`config.mk`:
```
export PLATFORM = sky130hd
export DESIGN_NAME = msrv32_dmem_access_ctrl
export DESIGN_NICKNAME = d
export VERILOG_FILES = /design/src/rtl/msrv32_lsu_pkg.sv /design/src/rtl/msrv32_store_align.sv /design/src/rtl/msrv32_dmem_access_ctrl.sv
export SDC_FILE = /design/constraint.sdc
export NUM_CORES = 1
export LEC_CHECK = 0
export CORE_MARGIN = 5
export CORE_UTILIZATION = 44
export CTS_CLUSTER_SIZE = 24
export DETAILED_ROUTE_END_ITERATION = 8
export GPL_TIMING_DRIVEN = 0
export PLACE_DENSITY = 0.83
export SLEW_MARGIN = 5
export SYNTH_ARGS = -nofsm -noshare
export SYNTH_HDL_FRONTEND = slang
export SYNTH_SLANG_ARGS = --single-unit
```
`constraint.sdc`:
```
create_clock -name ms_riscv32_mp_clk_in -period 9.1 [get_ports ms_riscv32_mp_clk_in]
set_clock_uncertainty 0.1 [all_clocks]
set_input_delay 1.82 -clock ms_riscv32_mp_clk_in [delete_from_list [all_inputs] [get_ports ms_riscv32_mp_clk_in]]
set_output_delay 1.82 -clock ms_riscv32_mp_clk_in [all_outputs]
set_load 0.01 [all_outputs]
```
`src/rtl/msrv32_lsu_pkg.sv`:
```
// Shared FSM state codes, access-size codes and byte-lane mask constants
// for the RV32I data-memory access path.
package msrv32_lsu_pkg;

  typedef enum logic [1:0] {
    ST_IDLE = 2'd0,
    ST_BUSY = 2'd1,
    ST_DONE = 2'd2,
    ST_ERR  = 2'd3
  } dmem_state_e;

  localparam logic [1:0] SZ_BYTE = 2'b00;
  localparam logic [1:0] SZ_HALF = 2'b01;
  localparam logic [1:0] SZ_WORD = 2'b10;

  localparam logic [3:0] MASK_NONE = 4'b0000;
  localparam logic [3:0] MASK_BYTE = 4'b0001;
  localparam logic [3:0] MASK_HALF = 4'b0011;
  localparam logic [3:0] MASK_WORD = 4'b1111;

endpackage

```
`src/rtl/msrv32_store_align.sv`:
```
// Combinational byte-lane mask, store-data replication and alignment check
// for one load/store request.
module msrv32_store_align
  import msrv32_lsu_pkg::*;
#(
  parameter int WIDTH = 32
) (
  input  logic [1:0]       size_in,
  input  logic [1:0]       offset_in,
  input  logic [WIDTH-1:0] data_in,
  output logic [3:0]       mask_out,
  output logic [WIDTH-1:0] data_out,
  output logic             misaligned_out
);

  always_comb begin
    mask_out       = MASK_WORD;
    data_out       = data_in;
    misaligned_out = 1'b0;
    case (size_in)
      SZ_BYTE: begin
        mask_out = MASK_BYTE << offset_in;
        data_out = {(WIDTH/8){data_in[7:0]}};
      end
      SZ_HALF: begin
        mask_out       = MASK_HALF << {offset_in[1], 1'b0};
        data_out       = {(WIDTH/16){data_in[15:0]}};
        misaligned_out = offset_in[0];
      end
      // Size code 11 behaves exactly like a word access.
      default: begin
        misaligned_out = (offset_in != 2'b00);
      end
    endcase
  end

endmodule

```
`src/rtl/msrv32_dmem_access_ctrl.sv`:
```
// Data-memory access sequencer: IDLE/BUSY/DONE/ERR around a single-port bus.
// Define MSRV32_DMEM_TIMEOUT_EN to add a BUSY watchdog that raises bus_err_out.
module msrv32_dmem_access_ctrl
  import msrv32_lsu_pkg::*;
#(
  parameter int WIDTH          = 32,
  parameter int TIMEOUT_CYCLES = 255
) (
  input  logic             ms_riscv32_mp_clk_in,
  input  logic             ms_riscv32_mp_rst_in,
  input  logic             load_req_in,
  input  logic             store_req_in,
  input  logic [WIDTH-1:0] addr_in,
  input  logic [WIDTH-1:0] store_data_in,
  input  logic [1:0]       size_in,
  input  logic             load_unsigned_in,
  input  logic [WIDTH-1:0] ms_riscv32_mp_dmdata_in,
  input  logic             ms_riscv32_mp_hready_in,
  output logic [WIDTH-1:0] ms_riscv32_mp_dmaddr_out,
  output logic [WIDTH-1:0] ms_riscv32_mp_dmdata_out,
  output logic             ms_riscv32_mp_dmrd_req_out,
  output logic             ms_riscv32_mp_dmwr_req_out,
  output logic [3:0]       ms_riscv32_mp_dmwr_mask_out,
  output logic [WIDTH-1:0] lu_data_out,
  output logic [1:0]       load_size_out,
  output logic             load_unsigned_out,
  output logic [1:0]       iadder_out_1_to_0_out,
  output logic             stall_out,
  output logic             done_out,
  output logic             misaligned_out,
  output logic             bus_err_out
);

  dmem_state_e      state_q, state_d;
  logic [WIDTH-1:0] addr_q, addr_d;
  logic [WIDTH-1:0] wdata_q, wdata_d;
  logic [WIDTH-1:0] lu_data_q, lu_data_d;
  logic [3:0]       mask_q, mask_d;
  logic [1:0]       size_q, size_d;
  logic             unsigned_q, unsigned_d;
  logic             store_q, store_d;
  logic             any_req;
  logic [3:0]       al_mask;
  logic [WIDTH-1:0] al_data;
  logic             al_misaligned;

  assign any_req = load_req_in | store_req_in;

  msrv32_store_align #(.WIDTH(WIDTH)) u_store_align (
    .size_in        (size_in),
    .offset_in      (addr_in[1:0]),
    .data_in        (store_data_in),
    .mask_out       (al_mask),
    .data_out       (al_data),
    .misaligned_out (al_misaligned)
  );

`ifdef MSRV32_DMEM_TIMEOUT_EN
  localparam int CNT_W = ($clog2(TIMEOUT_CYCLES + 1) > 8) ? $clog2(TIMEOUT_CYCLES + 1) : 8;
  localparam logic [CNT_W-1:0] CNT_LAST = CNT_W'(TIMEOUT_CYCLES - 1);
  logic [CNT_W-1:0] cnt_q, cnt_d;
  logic             tmo_q, tmo_d;
`else
  logic unused_timeout_cfg;
  assign unused_timeout_cfg = (TIMEOUT_CYCLES != 0);
`endif

  always_comb begin
    state_d    = state_q;
    addr_d     = addr_q;
    wdata_d    = wdata_q;
    lu_data_d  = lu_data_q;
    mask_d     = mask_q;
    size_d     = size_q;
    unsigned_d = unsigned_q;
    store_d    = store_q;
`ifdef MSRV32_DMEM_TIMEOUT_EN
    cnt_d      = cnt_q;
    tmo_d      = tmo_q;
`endif
    case (state_q)
      ST_IDLE: begin
        if (any_req) begin
          // A simultaneous load and store request resolves to the store.
          addr_d     = addr_in;
          wdata_d    = al_data;
          size_d     = size_in;
          unsigned_d = load_unsigned_in;
          store_d    = store_req_in;
          mask_d     = store_req_in ? al_mask : MASK_NONE;
          state_d    = al_misaligned ? ST_ERR : ST_BUSY;
`ifdef MSRV32_DMEM_TIMEOUT_EN
          cnt_d      = '0;
          tmo_d      = 1'b0;
`endif
        end
      end
      ST_BUSY: begin
        if (ms_riscv32_mp_hready_in) begin
          if (!store_q) lu_data_d = ms_riscv32_mp_dmdata_in;
          state_d = ST_DONE;
        end
`ifdef MSRV32_DMEM_TIMEOUT_EN
        else if (cnt_q == CNT_LAST) begin
          state_d = ST_ERR;
          tmo_d   = 1'b1;
        end else begin
          cnt_d = cnt_q + 1'b1;
        end
`endif
      end
      default: state_d = ST_IDLE;
    endcase
  end

  always_ff @(posedge ms_riscv32_mp_clk_in or posedge ms_riscv32_mp_rst_in) begin
    if (ms_riscv32_mp_rst_in) begin
      state_q    <= ST_IDLE;
      addr_q     <= '0;
      wdata_q    <= '0;
      lu_data_q  <= '0;
      mask_q     <= MASK_NONE;
      size_q     <= 2'b00;
      unsigned_q <= 1'b0;
      store_q    <= 1'b0;
`ifdef MSRV32_DMEM_TIMEOUT_EN
      cnt_q      <= '0;
      tmo_q      <= 1'b0;
`endif
    end else begin
      state_q    <= state_d;
      addr_q     <= addr_d;
      wdata_q    <= wdata_d;
      lu_data_q  <= lu_data_d;
      mask_q     <= mask_d;
      size_q     <= size_d;
      unsigned_q <= unsigned_d;
      store_q    <= store_d;
`ifdef MSRV32_DMEM_TIMEOUT_EN
      cnt_q      <= cnt_d;
      tmo_q      <= tmo_d;
`endif
    end
  end

  // Bus strobes decode straight from state so an async reset drops them at once.
  assign ms_riscv32_mp_dmaddr_out    = {addr_q[WIDTH-1:2], 2'b00};
  assign ms_riscv32_mp_dmdata_out    = wdata_q;
  assign ms_riscv32_mp_dmrd_req_out  = (state_q == ST_BUSY) & ~store_q;
  assign ms_riscv32_mp_dmwr_req_out  = (state_q == ST_BUSY) & store_q;
  assign ms_riscv32_mp_dmwr_mask_out = (state_q == ST_BUSY) ? mask_q : MASK_NONE;
  assign lu_data_out                 = lu_data_q;
  assign load_size_out               = size_q;
  assign load_unsigned_out           = unsigned_q;
  assign iadder_out_1_to_0_out       = addr_q[1:0];
  assign stall_out = ((state_q == ST_IDLE) & any_req) | (state_q == ST_BUSY) | (state_q == ST_ERR);
  assign done_out  = (state_q == ST_DONE);

`ifdef MSRV32_DMEM_TIMEOUT_EN
  assign misaligned_out = (state_q == ST_ERR) & ~tmo_q;
  assign bus_err_out    = (state_q == ST_ERR) & tmo_q;
`else
  assign misaligned_out = (state_q == ST_ERR);
  assign bus_err_out    = 1'b0;
`endif

endmodule

```
==> flow_metrics.tcl <==
set metrics [dict create \
    muxShareOfSynthArea_pct 29.1 \
    yosysWarnings 0 \
    cts_setup_buffers 0 \
    hold_path.class "flip-flop to flip-flop" \
    power_density_nw_per_um2 332 \
    timing.fmax_mhz 188 \
    whs_ns 0.390 \
    synth_top_area_cell "dfrtp_1" \
    required_ns 7.18 \
    synthTopCellsByArea "dfrtp_1 (60%), mux2_2 (27%), a221o_1 (1.8%)" \
    yosysTopAreaCellShare_pct 59.6 \
    start_kind "input port" \
    clockRootBuffer "clkbuf_8" \
    ant_nets 0 \
    endpoint_kind "output port" \
    critical_path_class "input port to output port" \
    synth_edf_count 0 \
    yosys.area_share.simple_pct 4.16 \
    grt_max_degree 65 \
    drt_iter0_markers 81 \
    gp_congestion 0.783 \
    clkTransAtPathRegs_ns 0.09 \
    insertion_delay_ns 0.35 \
    synth_top_family_by_area "multiplexers" \
    async_flop_share_pct 100 \
    synthAdderAreaFrac_pct 0 \
    status "complete, no violations" \
    leakagePower_nw 2.92 \
    yosysUniqueCellTypes 27 \
    start_util_pct 45.3 \
    clkSinkCount 106 \
    tightestPinTransition_ns 0.604 \
    antenna_cells 0 \
    antenna_found_initial 0 \
    vias 3203 \
    place_inst 637 \
    hold_viol_final 0 \
    setup_tns_ns 0 \
    grt_usage_pct 19.7 \
    synth_cells 290 \
    syn_area_um2 4450 \
    cts_made_buffers 9 \
    hpwl_mm 9.61 \
    period_share_pct 58.4 \
    die_area_um2 12200 \
    hold_buffers 0 \
    drt-pass1-iter-count 4 \
    rsz0062_at_grt "false" \
    clockBufferDepth 2 \
    vias_per_cell 4.91 \
    fin_nets 619 \
    final_cells 653 \
    setup_violations 0 \
    fin_crit_ns 5.31 \
    synth_compound_area_share_pct 4.10 \
    gr-total-overflow 0 \
    wl_per_cell_um 18.5 \
    slew-limit-headroom_pct 59.5 \
    ios 215 \
    power.total_mw 2.32 \
    synth_flop_cell "dfrtp_1" \
    ctsResizeCount 0 \
    crit_arrival_ns 3.39 \
    die_h_um 111 \
    drv_slew 0 \
    layout-drive-gt1-share_pct 27.5 \
    synthMostInstantiatedCell "mux2_2" \
    drt-total-wl_mm 12.1 \
    num_rows 36 \
    grt_pass1_wl_mm 19.5 \
    ir_worst_vdd_uv 174 \
    portBuffers 211 \
    area_growth_pct 57.0 \
    crit_fanout 9 \
    synthTopCellsByCount "mux2_2 (108), dfrtp_1 (106), a221o_1 (8), and3b_1 (8), buf_4 (8)" \
    synth-xor-area-share_pct 0 \
    drt_drc_violations_left 0 \
    timing.max_cap.violations 0 \
    core_um2 9820 \
    synth.ff_latch_count 106 \
    tritoncts "yes" \
    die_w_um 111 \
    ys_seq_area_share_pct 59.6 \
    htree_levels 3 \
    avgSynthCellArea_um2 15.4 \
    grt_pass1_vias 3561 \
    post-route-util_pct 71.2 \
]
==> per-stage QoR <==
stage               area (um^2)  setup WS [ns]
floorplan                  4460           4.39
global placement           6740           2.90
detailed placement         6770           3.77
CTS                        6990           3.77
global route               6990           3.67
finish                     6990           3.79
==> metal layers <==
| layer | wire length (um) | track usage, % | share of wire [%] |
|---|---|---|---|
| met5 | 0 | 0 | 0 |
| met4 | 165 | 5.42 | 1.4 |
| met3 | 813 | 6.07 | 6.7 |
| met1 | 5060 | 23.8 | 42 |
| met2 | 6030 | 34.1 | 50 |
==> report_power, final <==
group	leakage (nW)	switching, mW	internal, mW
registers	1.26	0.124	0.712
logic	1.55	0.432	0.728
clock network	0.112	0.164	0.159
total	2.92	0.720	1.60
==> cells in the final DEF, fill, tap and decap left out, drive strengths merged, types with 2 or more instances in the layout <==
cell type / netlist / routed
and3b: 8 / 8
nor2b: 3 / 3
a22o: 4 / 4
clkdlybuf4s50: 0 / 211
buf: 17 / 18
dfrtp: 106 / 106
bufinv: 0 / 2
nor2: 4 / 4
a221o: 8 / 8
nand2b: 2 / 2
mux2: 115 / 115
o21ai: 2 / 2
inv: 2 / 5
conb: 1 / 3
o21bai: 4 / 4
clkbuf: 1 / 11
and2: 7 / 7
==> layout make-up <==
class / count / area (um^2)
Clock buffer: 10 / 128
Inverter: 2 / 10.0
Sequential cell: 106 / 2650
Multi-Input combinational cell: 166 / 1670
Clock inverter: 6 / 95.1
Timing Repair Buffer: 212 / 2140
Tap cell: 133 / 166
Buffer: 18 / 126
Fill cell: 719 / 2830
==> worst max-delay path, cell delays in order <==
cell and delay, ns:
clkdlybuf4s50_1 0.44, o21ai_1 0.51, nand2b_1 0.10, clkdlybuf4s50_1 0.51
==> registers in the layout, summed over array words and instances (netlist names) <==
signal,count
ms_riscv32_mp_dmdata_out,32
load_size_out,2
mask_q,4
addr_q,32
store_q,1
state_q,2
lu_data_out,32
load_unsigned_out,1
==> worst paths after layout <==
kind / from / end / slack [ns] / cells past startpoint
setup / recovery: store_req_in / stall_out / 3.79 / 4
hold / removal: ms_riscv32_mp_dmdata_out[9]$_DFFE_PP0P_ / ms_riscv32_mp_dmdata_out[9]$_DFFE_PP0P_ / 0.39 / 1
setup reg to reg: state_q[1]$_DFFE_PP0P_ / ms_riscv32_mp_dmdata_out[29]$_DFFE_PP0P_ / 7.27 / 5
hold reg to reg: ms_riscv32_mp_dmdata_out[9]$_DFFE_PP0P_ / ms_riscv32_mp_dmdata_out[9]$_DFFE_PP0P_ / 0.39 / 1
max in group asynchronous: ms_riscv32_mp_rst_in / addr_q[2]$_DFFE_PP0P_ / 6.44 / 3
min in group asynchronous: ms_riscv32_mp_rst_in / lu_data_out[8]$_DFFE_PP0P_ / 1.76 / 2
==> logic make-up (layout without fill, tap and decap cells) <==
group / count (synthesis) / after routing
compound gates: 22 / 22
buf+inv: 20 / 248
flops: 106 / 106
mux: 115 / 115
other cells: 1 / 3
simple gates: 26 / 26
No activity file was read; power rests on OpenSTA's default activity.
==> RTL change 1: new RTL, same settings <==
`addr_q`, `wdata_q` and `lu_data_q` no longer have a reset.
--- a/src/rtl/msrv32_dmem_access_ctrl.sv
+++ b/src/rtl/msrv32_dmem_access_ctrl.sv
@@ -116,9 +116,6 @@
   always_ff @(posedge ms_riscv32_mp_clk_in or posedge ms_riscv32_mp_rst_in) begin
     if (ms_riscv32_mp_rst_in) begin
       state_q    <= ST_IDLE;
-      addr_q     <= '0;
-      wdata_q    <= '0;
-      lu_data_q  <= '0;
       mask_q     <= MASK_NONE;
       size_q     <= 2'b00;
       unsigned_q <= 1'b0;
@@ -129,9 +126,6 @@
 `endif
     end else begin
       state_q    <= state_d;
-      addr_q     <= addr_d;
-      wdata_q    <= wdata_d;
-      lu_data_q  <= lu_data_d;
       mask_q     <= mask_d;
       size_q     <= size_d;
       unsigned_q <= unsigned_d;
@@ -141,6 +135,12 @@
       tmo_q      <= tmo_d;
 `endif
     end
+  end
+
+  always_ff @(posedge ms_riscv32_mp_clk_in) begin
+    addr_q    <= addr_d;
+    wdata_q   <= wdata_d;
+    lu_data_q <= lu_data_d;
   end
 
   // Bus strobes decode straight from state so an async reset drops them at once.
Behaviour: not the same (a bounded check fails within 4 cycles, from zero or initial values and one cycle with ms_riscv32_mp_rst_in high).
==> RTL change 1 against the original RTL <==
- worst setup slack improved by 170 ps
- sequential cell count unchanged
- global-route usage decreased by 0.086 points
- synthesized area decreased by 15%
- routed wire length decreased by 12%
- critical path depth increased by 1
- final area decreased by 10%
Power is not compared: it rests on default switching activity, and its combinational part moved more than twofold at a synthesized area within 25%.
==> RTL change 1: results (changes against the original RTL) <==
Synth
  – Count of different cell masters after synthesis: 28 (+3.7%)
  – Post-Synth Adder-Cell Area: 0% (unchanged)
  – Mux share of post-synthesis cell area: 7.964% (-21 points)
  – Seq/Total Area, Yosys: 82.75% (+23 points)
  – Synth top cells by count: edfxtp_1 (96), mux2_2 (17), nand2_1 (11)
  – Synth Area in XOR/XNOR: 0% (unchanged)
  – FFs w/ async S/R, synth: 9.434% (-91 points)
  – Synth area leaders: edfxtp_1 (76%), dfrtp_1 (6.6%), mux2_2 (5.1%)
  – Compound-Gate Fraction of Synth Area: 3.668% (-0.43 points)
  – Post-synth EDFFs: 96 (+96)

Cells and area
  – # fillers: 532 (-26%)
  – Final #Nets: 522 (-16%)
  – Share of cells above drive strength 1: 11.35% (-16 points)

Placement
  – Area post-placement: 6057 um2 (-11%)
  – Routability congestion estimate: 0.7751 (-1.0%)
  – Post-DP HPWL: 8.397 mm (-13%)
  – # port buffers: 211 (unchanged)

Clock network
  – Post_cts resized: 0 (unchanged)
  – Root buffer cell: clkbuf_8

Worst hold path
  – HP Class: register to register

GRT
  – First-pass GRT wire length: 14.88 mm (-24%)
  – Vias in the first global route: 2597 (-27%)
  – Antenna violations before repair: 0 (unchanged)
  – GRT Total Usage: 19.61% (-0.086 points)
  – Largest net degree at the start of global routing: 35 (-46%)

Outcome
  – Status: finished clean

Worst setup path
  – Crit path DAT: 3220 ps (-170 ps)
  – Largest fanout on the critical path: 10 (+1)
  – Slowest CP cell: clkdlybuf4s50_1
  – Worst path max stage delay: 480 ps (-30 ps)

Timing
  – Tightest Pin Transition: 722.0 ps (+118.0 ps)

Route
  – Via count: 2515 (-21%)
  – Avg WL per Cell: 20.03 um (+8.4%)
  – DRT iter0 DRCs: 103 (+27%)
[RTL change 1: area by class of cell]
class	instances	area share (%)
flip-flops and latches	106	50.05
repair buffers	212	34.06
multi-input cells	78	9.514
well taps	105	2.099
clock buffers	10	2.039
clock inverters	6	1.179
plain buffers	8	0.8795
inverters	3	0.1799
[RTL change 1: logic make-up after synthesis]
group                  count (synthesis)
other                                  1
AND/OR/NAND/NOR                       27
flip-flops                           106
AO/OA/AOI/OAI                         21
buffers and inverters                 11
multiplexers                          27
[RTL change 1: worst max-delay path: cells and delay by family]
kind | cells | cell delay, ps
buffers and inverters | 3 | 1120
AO/OA/AOI/OAI | 1 | 200
AND/OR/NAND/NOR | 1 | 70
[RTL change 1: worst paths after layout]
kind | from | to | slack, ps | depth (start not counted)
max | store_req_in | stall_out | 3960 | 5
min | mask_q[1] | mask_q[1] | 400 | 1
max reg2reg | state_q[0] | addr_q[11] | 7000 | 5
min reg2reg | mask_q[1] | mask_q[1] | 400 | 1
max in group asynchronous | ms_riscv32_mp_rst_in | mask_q[2] | 7010 | 2
min in group asynchronous | ms_riscv32_mp_rst_in | mask_q[1] | 1630 | 2
[RTL change 1: metrics by stage]
step | utilization (%) | setup slack [ps] | hold slack (ps) | cells
2_1_floorplan | - | 4970 | 348.1 | 195
3_3_place_gp | 72.74 | 3965 | 368.1 | 511
3_5_place_dp | 72.98 | 3953 | 366.8 | 512
4_1_cts | 75.41 | 3949 | 395.4 | 528
5_1_grt | 75.43 | 3906 | 422.8 | 528
6_report | 75.43 | 3963 | 397.3 | 528
[RTL change 1: metal layers]
| metal | share of wire, % | track usage, % |
|---|---|---|
| met1 | 35 | 21.54 |
| met2 | 54 | 36.74 |
| met3 | 9.7 | 5.683 |
| met4 | 1.4 | 5.578 |
| met5 | 0 | 0 |
==> RTL change 2: new RTL, same flow settings <==
Without the edit above. Build with the macro `MSRV32_DMEM_TIMEOUT_EN` defined.
--- a/src/rtl/msrv32_dmem_access_ctrl.sv
+++ b/src/rtl/msrv32_dmem_access_ctrl.sv
@@ -1,5 +1,7 @@
 // Data-memory access sequencer: IDLE/BUSY/DONE/ERR around a single-port bus.
 // Define MSRV32_DMEM_TIMEOUT_EN to add a BUSY watchdog that raises bus_err_out.
+`define MSRV32_DMEM_TIMEOUT_EN
+
 module msrv32_dmem_access_ctrl
   import msrv32_lsu_pkg::*;
 #(
Function: same outputs for any inputs over 10 cycles, from zero or initial values and one cycle with ms_riscv32_mp_rst_in high; that may be too few to reach the edited logic, so the function may still have changed.
==> RTL change 2 against the original RTL <==
- final area is 12% higher
- sequential cell count grew 9
- hold slack worse by 17 ps
- routed wire length is 24% higher
- worst setup slack worse by 560 ps
- synthesized area rose by 9.9%
- power is 18% higher
- final cell count up 34%
- critical path type unchanged
- critical endpoint unchanged
- largest cell class unchanged
- largest power group unchanged
==> RTL change 2: results (changes against the original RTL) <==
Outcome
  – Status: finished clean

Worst setup path
  – Reg2Reg Capture Point: addr_q[25]
  – Worst path max stage delay: 660 ps (+150 ps)
  – Crit path DAT: 3950 ps (+560 ps)
  – FF-to-FF setup slack: 6920 ps (-350 ps)
  – Worst Reg-to-Reg Cells: 7 (+2)

Timing
  – Fmax: 170.4 MHz (-9.5%)
  – Tightest Pin Transition: 887.4 ps (+283.3 ps)

Cells and area
  – # fillers: 824 (+15%)
  – Area added between synthesis and finish: 59.92%
  – Finished Layout Cells: 872 (+34%)
  – Sequential cell area share: 36.78% (-1.2 points)
  – Clock-cell share of area: 7.644% (+4.5 points)
  – Fraction of area in multi-input gates: 23.94% (about the same)
  – Share of cells above drive strength 1: 10.11% (-17 points)

Route
  – Avg WL per Cell: 17.23 um (-6.8%)
  – First drt pass iteration count: 5 (+1)

Synth
  – Syn Area/Cell: 10.07 um2 (-34%)
  – Mux share of post-synthesis cell area: 12.48% (-17 points)
  – Count of different cell masters after synthesis: 33 (+22%)
  – Synth area leaders: dfrtp_1 (59%), nand2_1 (13%), mux2_2 (7.1%)
  – Compound-Gate Fraction of Synth Area: 6.701% (+2.6 points)
  – FF+latch count, synth: 115 (+8.5%)

GRT
  – Largest net degree at the start of global routing: 85 (+31%)
  – Vias in the first global route: 4704 (+32%)

Placement
  – Area post-placement: 7226 um2 (+6.7%)
  – Inst Count DP: 840 (+32%)
  – # port buffers: 212 (+0.47%)

Clock network
  – Cts bufs inserted: 17 (+8)
  – Clock Latency Late Sink: 510 ps (+160 ps)
RTL change 2: worst reg2reg max path: stages (launching register included):
cell and delay, ps:
dfrtp_1 320, buf_2 180, nor2_1 70, o21ai_1 430
clkbuf_1 400, clkbuf_1 400, nand2_1 120, nand2_1 90
RTL change 2: how the worst min path moves through the flow:
stage / endpoint / slack (ps) / cells past startpoint
floorplan: mask_q[0] / 340 / 2
global placement: addr_q[16] / 360 / 2
detailed placement: addr_q[27] / 360 / 2
CTS: addr_q[24] / 380 / 2
global route: addr_q[0] / 400 / 2
finish: load_size_out[1] / 370 / 2
RTL change 2: routing by layer:
metal	vias to the layer above	wire, um	global-route usage [%]
met5	-	0	0
met4	0	226	6.886
met3	18	1637	8.982
met2	207	7552	39.47
met1	2147	5608	26.23
li1	2069	-	-
RTL change 2: power breakdown:
group / internal, mW / switching (mW)
clock network: 0.449 / 0.224
logic: 0.620 / 0.551
registers: 0.754 / 0.133
